File: src/rtl/arc4_encrypt.sv
// arc4_encrypt: ARC4 encryptor feeding the crack datapath.
// Reads a length-prefixed plaintext (pt[0] = L, pt[1..L] = bytes) and writes
// the length-prefixed ciphertext to CT memory, using an external 256x8
// S-memory with 1-cycle synchronous read latency.
// Ports:
//   clk_i, rst_n_i        clock, synchronous active-low reset
//   en_i / rdy_o          start request / idle indication
//   key_i                 key, big-endian bytes, latched on accepted start
//   s_addr_o, s_rddata_i, s_wrdata_o, s_wren_o     S-memory
//   pt_addr_o, pt_rddata_i                         plaintext memory
//   ct_addr_o, ct_wrdata_o, ct_wren_o              ciphertext memory
module arc4_encrypt #(
    parameter int KEY_BYTES = 3,
    parameter int ADDR_W    = 8
) (
    input  logic                   clk_i,
    input  logic                   rst_n_i,
    input  logic                   en_i,
    output logic                   rdy_o,
    input  logic [8*KEY_BYTES-1:0] key_i,
    output logic [ADDR_W-1:0]      s_addr_o,
    input  logic [7:0]             s_rddata_i,
    output logic [7:0]             s_wrdata_o,
    output logic                   s_wren_o,
    output logic [ADDR_W-1:0]      pt_addr_o,
    input  logic [7:0]             pt_rddata_i,
    output logic [ADDR_W-1:0]      ct_addr_o,
    output logic [7:0]             ct_wrdata_o,
    output logic                   ct_wren_o
);

    typedef enum logic [3:0] {
        IDLE, INIT,
        KSA_RI, KSA_RJ, KSA_WI, KSA_WJ,
        LEN_RD, LEN_WR,
        P_RI, P_RJ, P_WI, P_WJ, P_RP, P_WR
    } state_t;

    state_t                 state_q, state_d;
    logic [7:0]             i_q, i_d, j_q, j_d, k_q, k_d, len_q, len_d;
    logic [7:0]             si_q, si_d, sj_q, sj_d, kidx_q, kidx_d;
    logic [8*KEY_BYTES-1:0] key_q, key_d;
    logic [7:0]             kb, jn, pad_idx;

    // Current key byte, selected by the running i mod KEY_BYTES counter.
    always_comb begin
        kb = '0;
        for (int n = 0; n < KEY_BYTES; n++)
            if (kidx_q == 8'(n)) kb = key_q[8*(KEY_BYTES-n)-1 -: 8];
    end

    always_ff @(posedge clk_i) begin
        if (!rst_n_i) begin
            state_q <= IDLE;
            i_q     <= '0;
            j_q     <= '0;
            k_q     <= '0;
            len_q   <= '0;
            si_q    <= '0;
            sj_q    <= '0;
            kidx_q  <= '0;
            key_q   <= '0;
        end else begin
            state_q <= state_d;
            i_q     <= i_d;
            j_q     <= j_d;
            k_q     <= k_d;
            len_q   <= len_d;
            si_q    <= si_d;
            sj_q    <= sj_d;
            kidx_q  <= kidx_d;
            key_q   <= key_d;
        end
    end

    always_comb begin
        state_d     = state_q;
        i_d         = i_q;
        j_d         = j_q;
        k_d         = k_q;
        len_d       = len_q;
        si_d        = si_q;
        sj_d        = sj_q;
        kidx_d      = kidx_q;
        key_d       = key_q;
        rdy_o       = 1'b0;
        s_addr_o    = '0;
        s_wrdata_o  = '0;
        s_wren_o    = 1'b0;
        pt_addr_o   = '0;
        ct_addr_o   = '0;
        ct_wrdata_o = '0;
        ct_wren_o   = 1'b0;
        jn          = '0;
        pad_idx     = si_q + sj_q;
        case (state_q)
            IDLE: begin
                rdy_o = 1'b1;
                if (en_i) begin
                    key_d   = key_i;
                    i_d     = '0;
                    j_d     = '0;
                    kidx_d  = '0;
                    state_d = INIT;
                end
            end
            INIT: begin
                s_addr_o   = ADDR_W'(i_q);
                s_wrdata_o = i_q;
                s_wren_o   = 1'b1;
                i_d        = i_q + 8'd1;   // wraps to 0 for KSA
                if (i_q == 8'd255) state_d = KSA_RI;
            end
            KSA_RI: begin
                s_addr_o = ADDR_W'(i_q);
                state_d  = KSA_RJ;
            end
            KSA_RJ: begin
                jn       = j_q + s_rddata_i + kb;
                j_d      = jn;
                si_d     = s_rddata_i;
                s_addr_o = ADDR_W'(jn);
                state_d  = KSA_WI;
            end
            // When i == j both writes store old S[i], so the entry is unchanged.
            KSA_WI: begin
                s_addr_o   = ADDR_W'(i_q);
                s_wrdata_o = s_rddata_i;
                s_wren_o   = 1'b1;
                state_d    = KSA_WJ;
            end
            KSA_WJ: begin
                s_addr_o   = ADDR_W'(j_q);
                s_wrdata_o = si_q;
                s_wren_o   = 1'b1;
                i_d        = i_q + 8'd1;
                kidx_d     = (kidx_q == 8'(KEY_BYTES-1)) ? 8'd0 : kidx_q + 8'd1;
                if (i_q == 8'd255) begin
                    j_d     = '0;
                    state_d = LEN_RD;
                end else begin
                    state_d = KSA_RI;
                end
            end
            LEN_RD: begin
                pt_addr_o = '0;
                state_d   = LEN_WR;
            end
            LEN_WR: begin
                ct_addr_o   = '0;
                ct_wrdata_o = pt_rddata_i;
                ct_wren_o   = 1'b1;
                len_d       = pt_rddata_i;
                k_d         = 8'd1;
                state_d     = (pt_rddata_i == 8'd0) ? IDLE : P_RI;
            end
            P_RI: begin
                i_d      = i_q + 8'd1;
                s_addr_o = ADDR_W'(i_d);
                state_d  = P_RJ;
            end
            P_RJ: begin
                jn       = j_q + s_rddata_i;
                j_d      = jn;
                si_d     = s_rddata_i;
                s_addr_o = ADDR_W'(jn);
                state_d  = P_WI;
            end
            P_WI: begin
                s_addr_o   = ADDR_W'(i_q);
                s_wrdata_o = s_rddata_i;
                s_wren_o   = 1'b1;
                sj_d       = s_rddata_i;
                state_d    = P_WJ;
            end
            P_WJ: begin
                s_addr_o   = ADDR_W'(j_q);
                s_wrdata_o = si_q;
                s_wren_o   = 1'b1;
                state_d    = P_RP;
            end
            // Swap does not change S[i]+S[j], so the pre-swap copies index the pad.
            P_RP: begin
                s_addr_o  = ADDR_W'(pad_idx);
                pt_addr_o = ADDR_W'(k_q);
                state_d   = P_WR;
            end
            P_WR: begin
                ct_addr_o   = ADDR_W'(k_q);
                ct_wrdata_o = pt_rddata_i ^ s_rddata_i;
                ct_wren_o   = 1'b1;
                // Compare before incrementing so L=255 ends without k overflowing.
                if (k_q == len_q) begin
                    state_d = IDLE;
                end else begin
                    k_d     = k_q + 8'd1;
                    state_d = P_RI;
                end
            end
            default: state_d = IDLE;
        endcase
    end

endmodule
File: config.mk
export PLATFORM = sky130hd
export DESIGN_NAME = arc4_encrypt
export DESIGN_NICKNAME = d
export VERILOG_FILES = /design/src/rtl/arc4_encrypt.sv
export SDC_FILE = /design/constraint.sdc
export NUM_CORES = 1
export LEC_CHECK = 0
export BUFFER_PORTS_ARGS = -buffer_cell sky130_fd_sc_hd__buf_2
export CELL_PAD_IN_SITES_DETAIL_PLACEMENT = 1
export CELL_PAD_IN_SITES_GLOBAL_PLACEMENT = 1
export CORE_UTILIZATION = 40
export CTS_BUF_LIST = sky130_fd_sc_hd__clkbuf_8 sky130_fd_sc_hd__clkbuf_16
export CTS_CLUSTER_DIAMETER = 120
export DETAILED_ROUTE_END_ITERATION = 10
export PLACE_DENSITY = 0.81
export SKIP_CTS_REPAIR_TIMING = 1
export SYNTH_ARGS = -nofsm -noshare
export SYNTH_HDL_FRONTEND = slang
export SYNTH_SLANG_ARGS = --single-unit
export TNS_END_PERCENT = 30
File: constraint.sdc
create_clock -name clk_i -period 4 [get_ports clk_i]
set_clock_uncertainty 0.05 [all_clocks]
set_input_delay 0.2 -clock clk_i [delete_from_list [all_inputs] [get_ports clk_i]]
set_output_delay 0.2 -clock clk_i [all_outputs]
set_load 0.02 [all_outputs]
==> results.md, run 1 <==
- CP Capture Type: output pin
- HP Class: in -> reg
- Crit path kind: reg -> out
- Placer congestion estimate: 0.923
- CP Data Arrival Time: 3.57 ns
- Sw frac: 0.266
- Clock sinks: 84
- Final ANT Viol Nets: 0
- Clk slew on worst S/H paths: 0.07 ns
- 1st-iter DRT viols: 338
- Syn_nets: 777
- Pwr dens: 369 nW/µm²
- Layout cells sized above 1: 0.173
- Pint: 1.68 mW
- Cell variety after synth: 57
- Endpoints failing setup: 0
- Worst path cell trace: ha_1 -> fa_1 -> a21o_1 -> a21oi_2 -> o21bai_1 -> a21oi_2 -> xnor2_1 -> ha_1 -> or3_1 -> o21ai_1 -> xnor3_1 -> a21oi_2 -> o211ai_1 -> buf_2
- Commonest non-fill, non-tap cell in the layout: nand2_1
- Row count: 41
- Number of port buffers: 85
- Main synth FF type: dfxtp_1
- Syn Std Cell Area: 5300 µm²
- Crit-path max cell delay: 0.41 ns
- Clk root buf: clkbuf_16
- Leakage: 2.68 nW
- Fin crit share: 0.955
- CORE AREA: 12,800 µm²
- Syn. warnings: 0
- Min Tclk post-route: 3.82 ns
- IO Pins: 86
- R2R setup slack: 0.86 ns
- 1st-pass router iterations: 5
- Combinational group share of total power: 0.152
- Crit path launch type: flop
- Clock latency on the worst-skew pair: 0.36 ns
- Reg power frac: 0.394
- Maximum vdd ir drop: 186 µV
- Most frequent cells in the layout: nand2_1, buf_2, a21oi_1, dfxtp_1, nor2_1
- Die ar.: 13,700 µm²
- Worst path slowest cell: fa_1
- Ys async rst share: 0
- Max_cap viols: 0
- Final nets: 843
- Chip Width: 117 µm
- Tot GR Track Use: 0.264
- Vias in the first global route: 5,457
- Syn_area_per_cell: 7.53 µm²
- Outcome: complete, no violations
- F_max: 262 MHz
- Die height: 117 µm
- Final hold violation count: 0
- Worst Tran Pin Value: 0.869 ns
- Area grow syn2layout: 16.8%
- Final wirelength: 17.7 mm
- Max-slew violations: 0
- DR vias: 5,491
- Post-Syn Instances: 704
- Most frequent CP cell: a21oi_2
- Number of fill cells in the layout: 1,634
- Largest net degree at the start of global routing: 46
- Number of flops mapped to enable cells by yosys: 0
- Initial Util: 0.415
- First-pass GRT wire length: 27.7 mm
- Clock tree buffer depth: 2
- Sw power: 0.608 mW
- WP data required: 3.75 ns
- Slew headroom: 0.418
- H-tree Lvls: 3
- Dpl cells: 931
- TritonCTS clock tree: done
- Initial antenna violation count: 0
- Fin cells: 947
- Drt drc: 0
- DP Wirelength: 12.9 mm
- Detailed-route vias per instance: 5.80
- GR Overflow Total: 0
- Seq/Total Area, Yosys: 0.317
- Clk pwr share: 0.454
- Antenna diode count: 0
- WL/cell: 18.7 µm
- Synthesized flop and latch total: 84
- Worst Path Max Fanout: 3
- TritonCTS Buffers: 9
- Core Util, Final: 0.484
layer usage:
| layer | part of all wire | wire, µm | vias to the layer above | GRT usage |
|---|---|---|---|---|
| met4 | 0.032 | 573 | 0 | 0.121 |
| met5 | 0 | 0 | - | 0 |
| li1 | - | - | 2598 | - |
| met1 | 0.42 | 7460 | 2711 | 0.311 |
| met2 | 0.51 | 8960 | 139 | 0.472 |
| met3 | 0.038 | 673 | 43 | 0.0422 |
state kept, by name, summed over array words and instances, names as in the netlist:
register and flops:
kidx_q 8, j_q 8, len_q 8, k_q 8, state_q 4, sj_q 8
key_q 24, si_q 8, i_q 8
final timing paths:
kind              startpoint           to  cells after the start
setup / recovery      j_q[0]  s_addr_o[7]                     14
hold / removal      key_i[4]     key_q[4]                      3
setup reg to reg      j_q[0]       j_q[7]                     13
hold reg to reg    key_q[10]    key_q[10]                      2
through the flow:
stage / total power [mW] / cell area (µm²) / worst slack (ns) / hold slack (ns) / setup TNS, ns
2_1_floorplan: 1.14 / 5300 / 0.524 / 0.283 / 0
3_3_place_gp: 1.24 / 5780 / 0.339 / 0.389 / 0
3_5_place_dp: 1.25 / 5780 / 0.206 / 0.399 / 0
4_1_cts: 2.29 / 6150 / -0.210 / 0.0266 / -0.220
5_1_grt: 2.36 / 6190 / -0.0407 / 0.0366 / -0.0599
6_report: 2.28 / 6190 / 0.180 / 0.0257 / 0
power groups by stage:
stage | combinational (mW) | sequential, mW | clock, mW
2_1_floorplan | 0.240 | 0.898 | 0
4_1_cts | 0.339 | 0.899 | 1.05
3_5_place_dp | 0.336 | 0.918 | 0
5_1_grt | 0.380 | 0.904 | 1.08
3_3_place_gp | 0.321 | 0.915 | 0
6_report | 0.346 | 0.901 | 1.04
worst max-delay path, delay by kind of cell, from the launching register on:
kind	cells	cell delay, ns
AOI/OAI and AO/OA	7	1.13
xor gates and xnor gates	2	0.35
adders and majority gates	3	0.84
buffers and inverters	1	0.20
DFF	1	0.33
and+or+nand+nor	1	0.38
synth_stat cells, drive strengths merged, types with 10 or more instances:
cell type,instances,area share
and3,20,0.024
inv,25,0.018
dfxtp,84,0.32
xnor2,23,0.038
o21ai,54,0.051
nand3,12,0.011
mux2i,10,0.019
ha,27,0.064
a22oi,12,0.017
nor2,66,0.047
clkbuf,33,0.033
nand2,129,0.092
xor2,11,0.018
a21oi,88,0.083
logic make-up (layout without fill, tap and decap cells):
| kind of cell | Yosys count | count (layout) | share of synthesized area |
|---|---|---|---|
| flops | 84 | 84 | 0.317 |
| simple gates | 280 | 280 | 0.241 |
| compound gates | 201 | 201 | 0.226 |
| buf+inv | 63 | 134 | 0.0585 |
| fa+ha+maj | 30 | 30 | 0.0751 |
| mux | 11 | 11 | 0.0210 |
| xor+xnor | 35 | 35 | 0.0604 |
layout make-up:
type                            count  area, µm²  share of cell area
Timing Repair Buffer               93        485              0.0784
Multi-Input combinational cell    557       3340               0.540
Clock buffer                       10        239              0.0386
Tap cell                          172        215              0.0348
Inverter                           25       93.8              0.0152
Clock inverter                      6        128              0.0206
Sequential cell                    84       1680               0.272
Power figures use the tool's default switching activity.
==> run 2, diff against run 1 <==
REMOVE_ABC_BUFFERS = 1   (was unset)
==> results.md, run 2 (synthesis results as in run 1) <==
- Min Tclk post-route: 3.81 ns (-0.00976 ns)
- Clk slew on worst S/H paths: 0.06 ns (about the same)
- WL/cell: 17.3 µm (-7.4%)
- Area grow syn2layout: 15.3%
- Die ar.: 13,700 µm² (unchanged)
- Commonest non-fill, non-tap cell in the layout: nand2_1
- Number of port buffers: 85 (unchanged)
- Final wirelength: 16.3 mm (-7.8%)
- Sw frac: 0.281 (+0.0152)
- Critical path's top delay family: compound AO/OA/AOI/OAI gates
- CP Capture Type: output pin
- Tot GR Track Use: 0.252 (-0.0126)
- Worst Path Max Fanout: 3 (unchanged)
- Reg2reg path depth: 13 (unchanged)
- TritonCTS Buffers: 9 (unchanged)
- CP Data Arrival Time: 3.56 ns (about the same)
- Clk root buf: clkbuf_16
- Max reg flops: 24 (unchanged)
- Sw power: 0.579 mW (-4.8%)
- Clock sinks: 84 (unchanged)
- Pint: 1.48 mW (-12%)
- Fin crit share: 0.952 (-0.00244)
- Antenna diode count: 0 (unchanged)
- Clk pwr share: 0.400 (-0.054)
- Final nets: 842 (-0.12%)
- F_max: 262 MHz (+0.26%)
- Stages on worst setup path: 14 (unchanged)
- Clock latency on the worst-skew pair: 0.35 ns (about the same)
- Max-slew violations: 0 (unchanged)
- Worst path slowest cell: fa_1
- GR Overflow Total: 0 (unchanged)
- Max_cap viols: 0 (unchanged)
- H-tree Lvls: 3 (unchanged)
- Row count: 41 (unchanged)
- Layout cells sized above 1: 0.173 (-0.000400)
- Crit-path max cell delay: 0.42 ns (about the same)
- Initial antenna violation count: 0 (unchanged)
- Clock tree buffer depth: 2 (unchanged)
- R2R setup slack: 0.89 ns (+0.03 ns)
- TritonCTS clock tree: done
- Hold Path Depth: 3 (unchanged)
- DP Worst Slack: 0.0529 ns (-0.153 ns)
- 1st-pass router iterations: 5 (unchanged)
- DP Wirelength: 12.2 mm (-5.7%)
- Placer congestion estimate: 0.875 (-5.2%)
- Crit path launch type: flop
- 1st-iter DRT viols: 265 (-22%)
- Slew headroom: 0.380 (-0.0379)
- Detailed-route vias per instance: 5.67 (-2.2%)
- First-pass GRT wire length: 26.7 mm (-3.4%)
- HP Class: in -> reg
- Crit path kind: reg -> out
- CP Buf/Inv Count: 1 (unchanged)
- Worst path cell trace: ha_1 -> fa_1 -> a21o_1 -> a21oi_2 -> o21bai_1 -> a21oi_1 -> xnor2_1 -> ha_1 -> or3_1 -> o21ai_1 -> xnor3_1 -> a21oi_2 -> o211ai_1 -> buf_2
- Die height: 117 µm (unchanged)
- DR vias: 5,349 (-2.6%)
- Chip Width: 117 µm (unchanged)
- Leakage: 2.64 nW (-1.5%)
- Combinational group share of total power: 0.164 (+0.012)
- Most frequent cells in the layout: nand2_1, a21oi_1, buf_2, dfxtp_1, nor2_1
- Setup WS post-layout: 0.190 ns (+0.00976 ns)
- WP data required: 3.75 ns (about the same)
- Final hold violation count: 0 (unchanged)
- Number of fill cells in the layout: 1,633 (-0.061%)
- Pwr dens: 337 nW/µm² (-8.8%)
- Min Hold Slack: 0.0394 ns (+0.0136 ns)
- Endpoints failing setup: 0 (unchanged)
- Reg power frac: 0.436 (+0.042)
- Outcome: complete, no violations
- Maximum vdd ir drop: 169 µV (-9.2%)
- Drt drc: 0 (unchanged)
- CORE AREA: 12,800 µm² (unchanged)
- Top reg by flops: key_q
- IO Pins: 86 (unchanged)
- Initial Util: 0.415 (unchanged)
- Vias in the first global route: 5,556 (+1.8%)
- Final ANT Viol Nets: 0 (unchanged)
- Worst Tran Pin Value: 0.925 ns (+0.0566 ns)
- Largest net degree at the start of global routing: 47 (+2.2%)
-- run 2: worst paths after layout --
path	to	from
setup / recovery	s_addr_o[7]	j_q[0]
hold / removal	key_q[10]	key_i[10]
setup reg to reg	j_q[7]	j_q[0]
hold reg to reg	key_q[7]	key_q[7]
-- run 2: routing by layer --
| metal | vias up | GRT usage | routed length [µm] |
|---|---|---|---|
| li1 | 2602 | - | - |
| met1 | 2617 | 0.311 | 7260 |
| met2 | 113 | 0.450 | 8220 |
| met3 | 17 | 0.0288 | 557 |
| met4 | 0 | 0.0928 | 245 |
| met5 | - | 0 | 0 |
-- run 2: power by group through the flow --
| stage | clock network [mW] | registers [mW] | logic [mW] |
|---|---|---|---|
| global route | 0.872 | 0.902 | 0.374 |
| detailed placement | 0 | 0.916 | 0.328 |
| global placement | 0 | 0.914 | 0.316 |
| finish | 0.823 | 0.898 | 0.337 |
| floorplan | 0 | 0.905 | 0.216 |
| CTS | 0.844 | 0.897 | 0.331 |
-- run 2: layout make-up --
type,count,area (µm²),area share
inverters,25,93.8,0.0153
well taps,172,215,0.0352
flip-flops and latches,84,1680,0.275
clock buffers,10,239,0.0391
clock inverters,3,40.0,0.00655
multi-input cells,557,3360,0.550
repair buffers,92,480,0.0786
-- run 2: stage by stage --
step                TNS (ns)  std cells  cell area (µm²)   util  power (mW)
floorplan                  0        666             5080      -        1.12
global placement           0        930             5780  0.452        1.23
detailed placement         0        930             5780  0.452        1.24
CTS                   -0.560        943             6060  0.474        2.07
global route         -0.0134        943             6110  0.479        2.15
finish                     0        943             6110  0.479        2.06
-- run 2: worst reg2reg max path: cells and delay by family, from the launching register on --
family                     cells  cell delay, ns
DFF                            1            0.33
AOI/OAI and AO/OA              7            1.03
and+or+nand+nor                1            0.36
xor gates and xnor gates       2            0.38
adders and majority gates      3            0.85
==> run 3, diff against run 2 <==
BUFFER_PORTS_ARGS = unset   (was -buffer_cell sky130_fd_sc_hd__buf_2)
DONT_BUFFER_PORTS = 1   (was unset)
PLACE_DENSITY = 0.73   (was 0.81)
==> results.md, run 3 (synthesis results as in run 1) <==
- Outcome: complete, but fails checks
- Violated checks: negative hold slack
- Clock latency on the worst-skew pair: 0.36 ns (about the same)
- Clk root buf: clkbuf_16
- Max reg flops: 24 (unchanged)
- Cell area after layout: 6070 µm² (-0.65%)
- Detailed-route vias per instance: 5.77 (+1.7%)
- HP Class: in -> reg
- Worst Path Max Fanout: 6 (+3)
- Endpoints failing setup: 0 (unchanged)
- R2R Path End: j_q[6]
- 1st-iter DRT viols: 387 (+46%)
- Max-slew violations: 0 (unchanged)
- Clk slew on worst S/H paths: 0.06 ns (about the same)
- Slew headroom: 0.347 (-0.0327)
- Worst Hold End: si_q[7]
- Vias in the first global route: 4,940 (-11%)
- Worst Tran Pin Value: 0.974 ns (+0.0487 ns)
- Clock tree buffer depth: 2 (unchanged)
- Final wirelength: 16.7 mm (+2.3%)
- CORE AREA: 12,800 µm² (unchanged)
- 1st-pass router iterations: 6 (+1)
- Min Hold Slack: -0.0317 ns (-0.0711 ns)
- Placed inst area: 5350 µm² (-7.4%)
- Final ANT Viol Nets: 0 (unchanged)
- Top reg by flops: key_q
- Placer congestion estimate: 0.836 (-4.4%)
- Maximum vdd ir drop: 162 µV (-4.4%)
- Die ar.: 13,700 µm² (unchanged)
- Pwr dens: 333 nW/µm² (-1.1%)
- R2R setup slack: 0.80 ns (-0.09 ns)
- Tot GR Track Use: 0.237 (-0.0146)
- TritonCTS clock tree: done
- Clock sinks: 84 (unchanged)
- GR Overflow Total: 0 (unchanged)
- Initial antenna violation count: 0 (unchanged)
- DP Wirelength: 11.6 mm (-4.9%)
- First-pass GRT wire length: 24.7 mm (-7.5%)
- RSZ-0062 raised after global routing: yes
- Layout cells sized above 1: 0.0590 (-0.114)
- WP data required: 3.75 ns (about the same)
- Min Tclk post-route: 3.81 ns (+0.00432 ns)
- IO Pins: 86 (unchanged)
- WL/cell: 18.5 µm (+7.1%)
- Worst reg2reg path startpoint: kidx_q[0]
- DP Worst Slack: 0.128 ns (+0.0753 ns)
- Dpl cells: 845 (-9.1%)
- Number of fill cells in the layout: 1,580 (-3.2%)
- Leakage: 2.41 nW (-8.6%)
- Setup TNS: 0 ns (unchanged)
- Most frequent cells in the layout: nand2_1, a21oi_1, dfxtp_1, nor2_1, o21ai_0
- Fin cells: 901 (-4.5%)
- H-tree Lvls: 3 (unchanged)
- DR vias: 5,198 (-2.8%)
- Largest net degree at the start of global routing: 43 (-8.5%)
- Row count: 41 (unchanged)
- Commonest non-fill, non-tap cell in the layout: nand2_1
- Max_cap viols: 0 (unchanged)
- TritonCTS Buffers: 9 (unchanged)
- Setup WS post-layout: 0.186 ns (-0.00432 ns)
- Hold Path Depth: 2 (-1)
- Initial Util: 0.415 (unchanged)
- Reg2reg path depth: 17 (+4)
- Final nets: 798 (-5.2%)
- Antenna diode count: 0 (unchanged)
- Fin crit share: 0.954 (+0.00108)
- Die height: 117 µm (unchanged)
- Hold path start: s_rddata_i[7]
- Number of port buffers: 0 (-100%)
- Crit path launch type: flop
- CP Data Arrival Time: 3.56 ns (about the same)
- F_max: 262 MHz (-0.11%)
- Chip Width: 117 µm (unchanged)
- Area grow syn2layout: 14.6%
- Drt drc: 0 (unchanged)
- CP Capture Type: output pin
- Final hold violation count: 1 (+1)
- Crit path kind: reg -> out
run 3: changes by cell type in the layout (fill, tap and decap cells not counted), moves of 2 or more:
cell / change
dfxtp_2: -2
dfxtp_1: +2
buf_2: -84
dlygate4sd3_1: +41
inv_1: +2
run 3: metal layers:
metal | share of wire | GRT usage
met1 | 0.45 | 0.294
met2 | 0.48 | 0.393
met3 | 0.043 | 0.0505
met4 | 0.027 | 0.114
met5 | 0 | 0
run 3: area by class of cell:
| class | instances | area (µm²) | area share |
|---|---|---|---|
| Multi-Input combinational cell | 557 | 3350 | 0.552 |
| Sequential cell | 84 | 1680 | 0.277 |
| Timing Repair Buffer | 48 | 463 | 0.0762 |
| Clock buffer | 11 | 253 | 0.0416 |
| Tap cell | 172 | 215 | 0.0354 |
| Inverter | 25 | 93.8 | 0.0155 |
| Clock inverter | 4 | 17.5 | 0.00288 |
run 3: metrics by stage:
stage	power [mW]	utilization	hold slack (ns)
5_1_grt	2.11	0.475	0.00812
2_1_floorplan	1.12	-	0.286
4_1_cts	1.99	0.440	-0.0852
6_report	2.02	0.475	-0.0317
3_3_place_gp	1.19	0.419	0.289
3_5_place_dp	1.20	0.419	0.295
run 3: worst max path at each step:
stage	from	slack (ns)	endpoint
global route	kidx_q[0]	-0.03	s_addr_o[6]
finish	kidx_q[0]	0.19	s_addr_o[6]
floorplan	kidx_q[2]	0.52	s_addr_o[7]
detailed placement	kidx_q[2]	0.13	s_addr_o[7]
global placement	kidx_q[2]	0.36	s_addr_o[7]
CTS	kidx_q[2]	-0.26	s_addr_o[7]
run 3: critical path: stages (launching register included):
cell and delay (ns):
dfxtp_1 0.42, inv_1 0.10, ha_1 0.23, nand2_1 0.09
nor2_1 0.05, a21oi_1 0.13, nor2_1 0.05, a21oi_1 0.13
nor2_1 0.07, ha_1 0.22, fa_1 0.41, a21o_1 0.17
a21oi_1 0.24, o21bai_1 0.10, a21oi_1 0.18, xnor2_1 0.08
a22oi_1 0.24, o2111ai_2 0.29
run 3: power breakdown:
part | total [mW] | internal, mW | switching (mW)
Combinational | 0.332 | 0.131 | 0.201
Sequential | 0.898 | 0.866 | 0.0323
Clock | 0.792 | 0.444 | 0.347
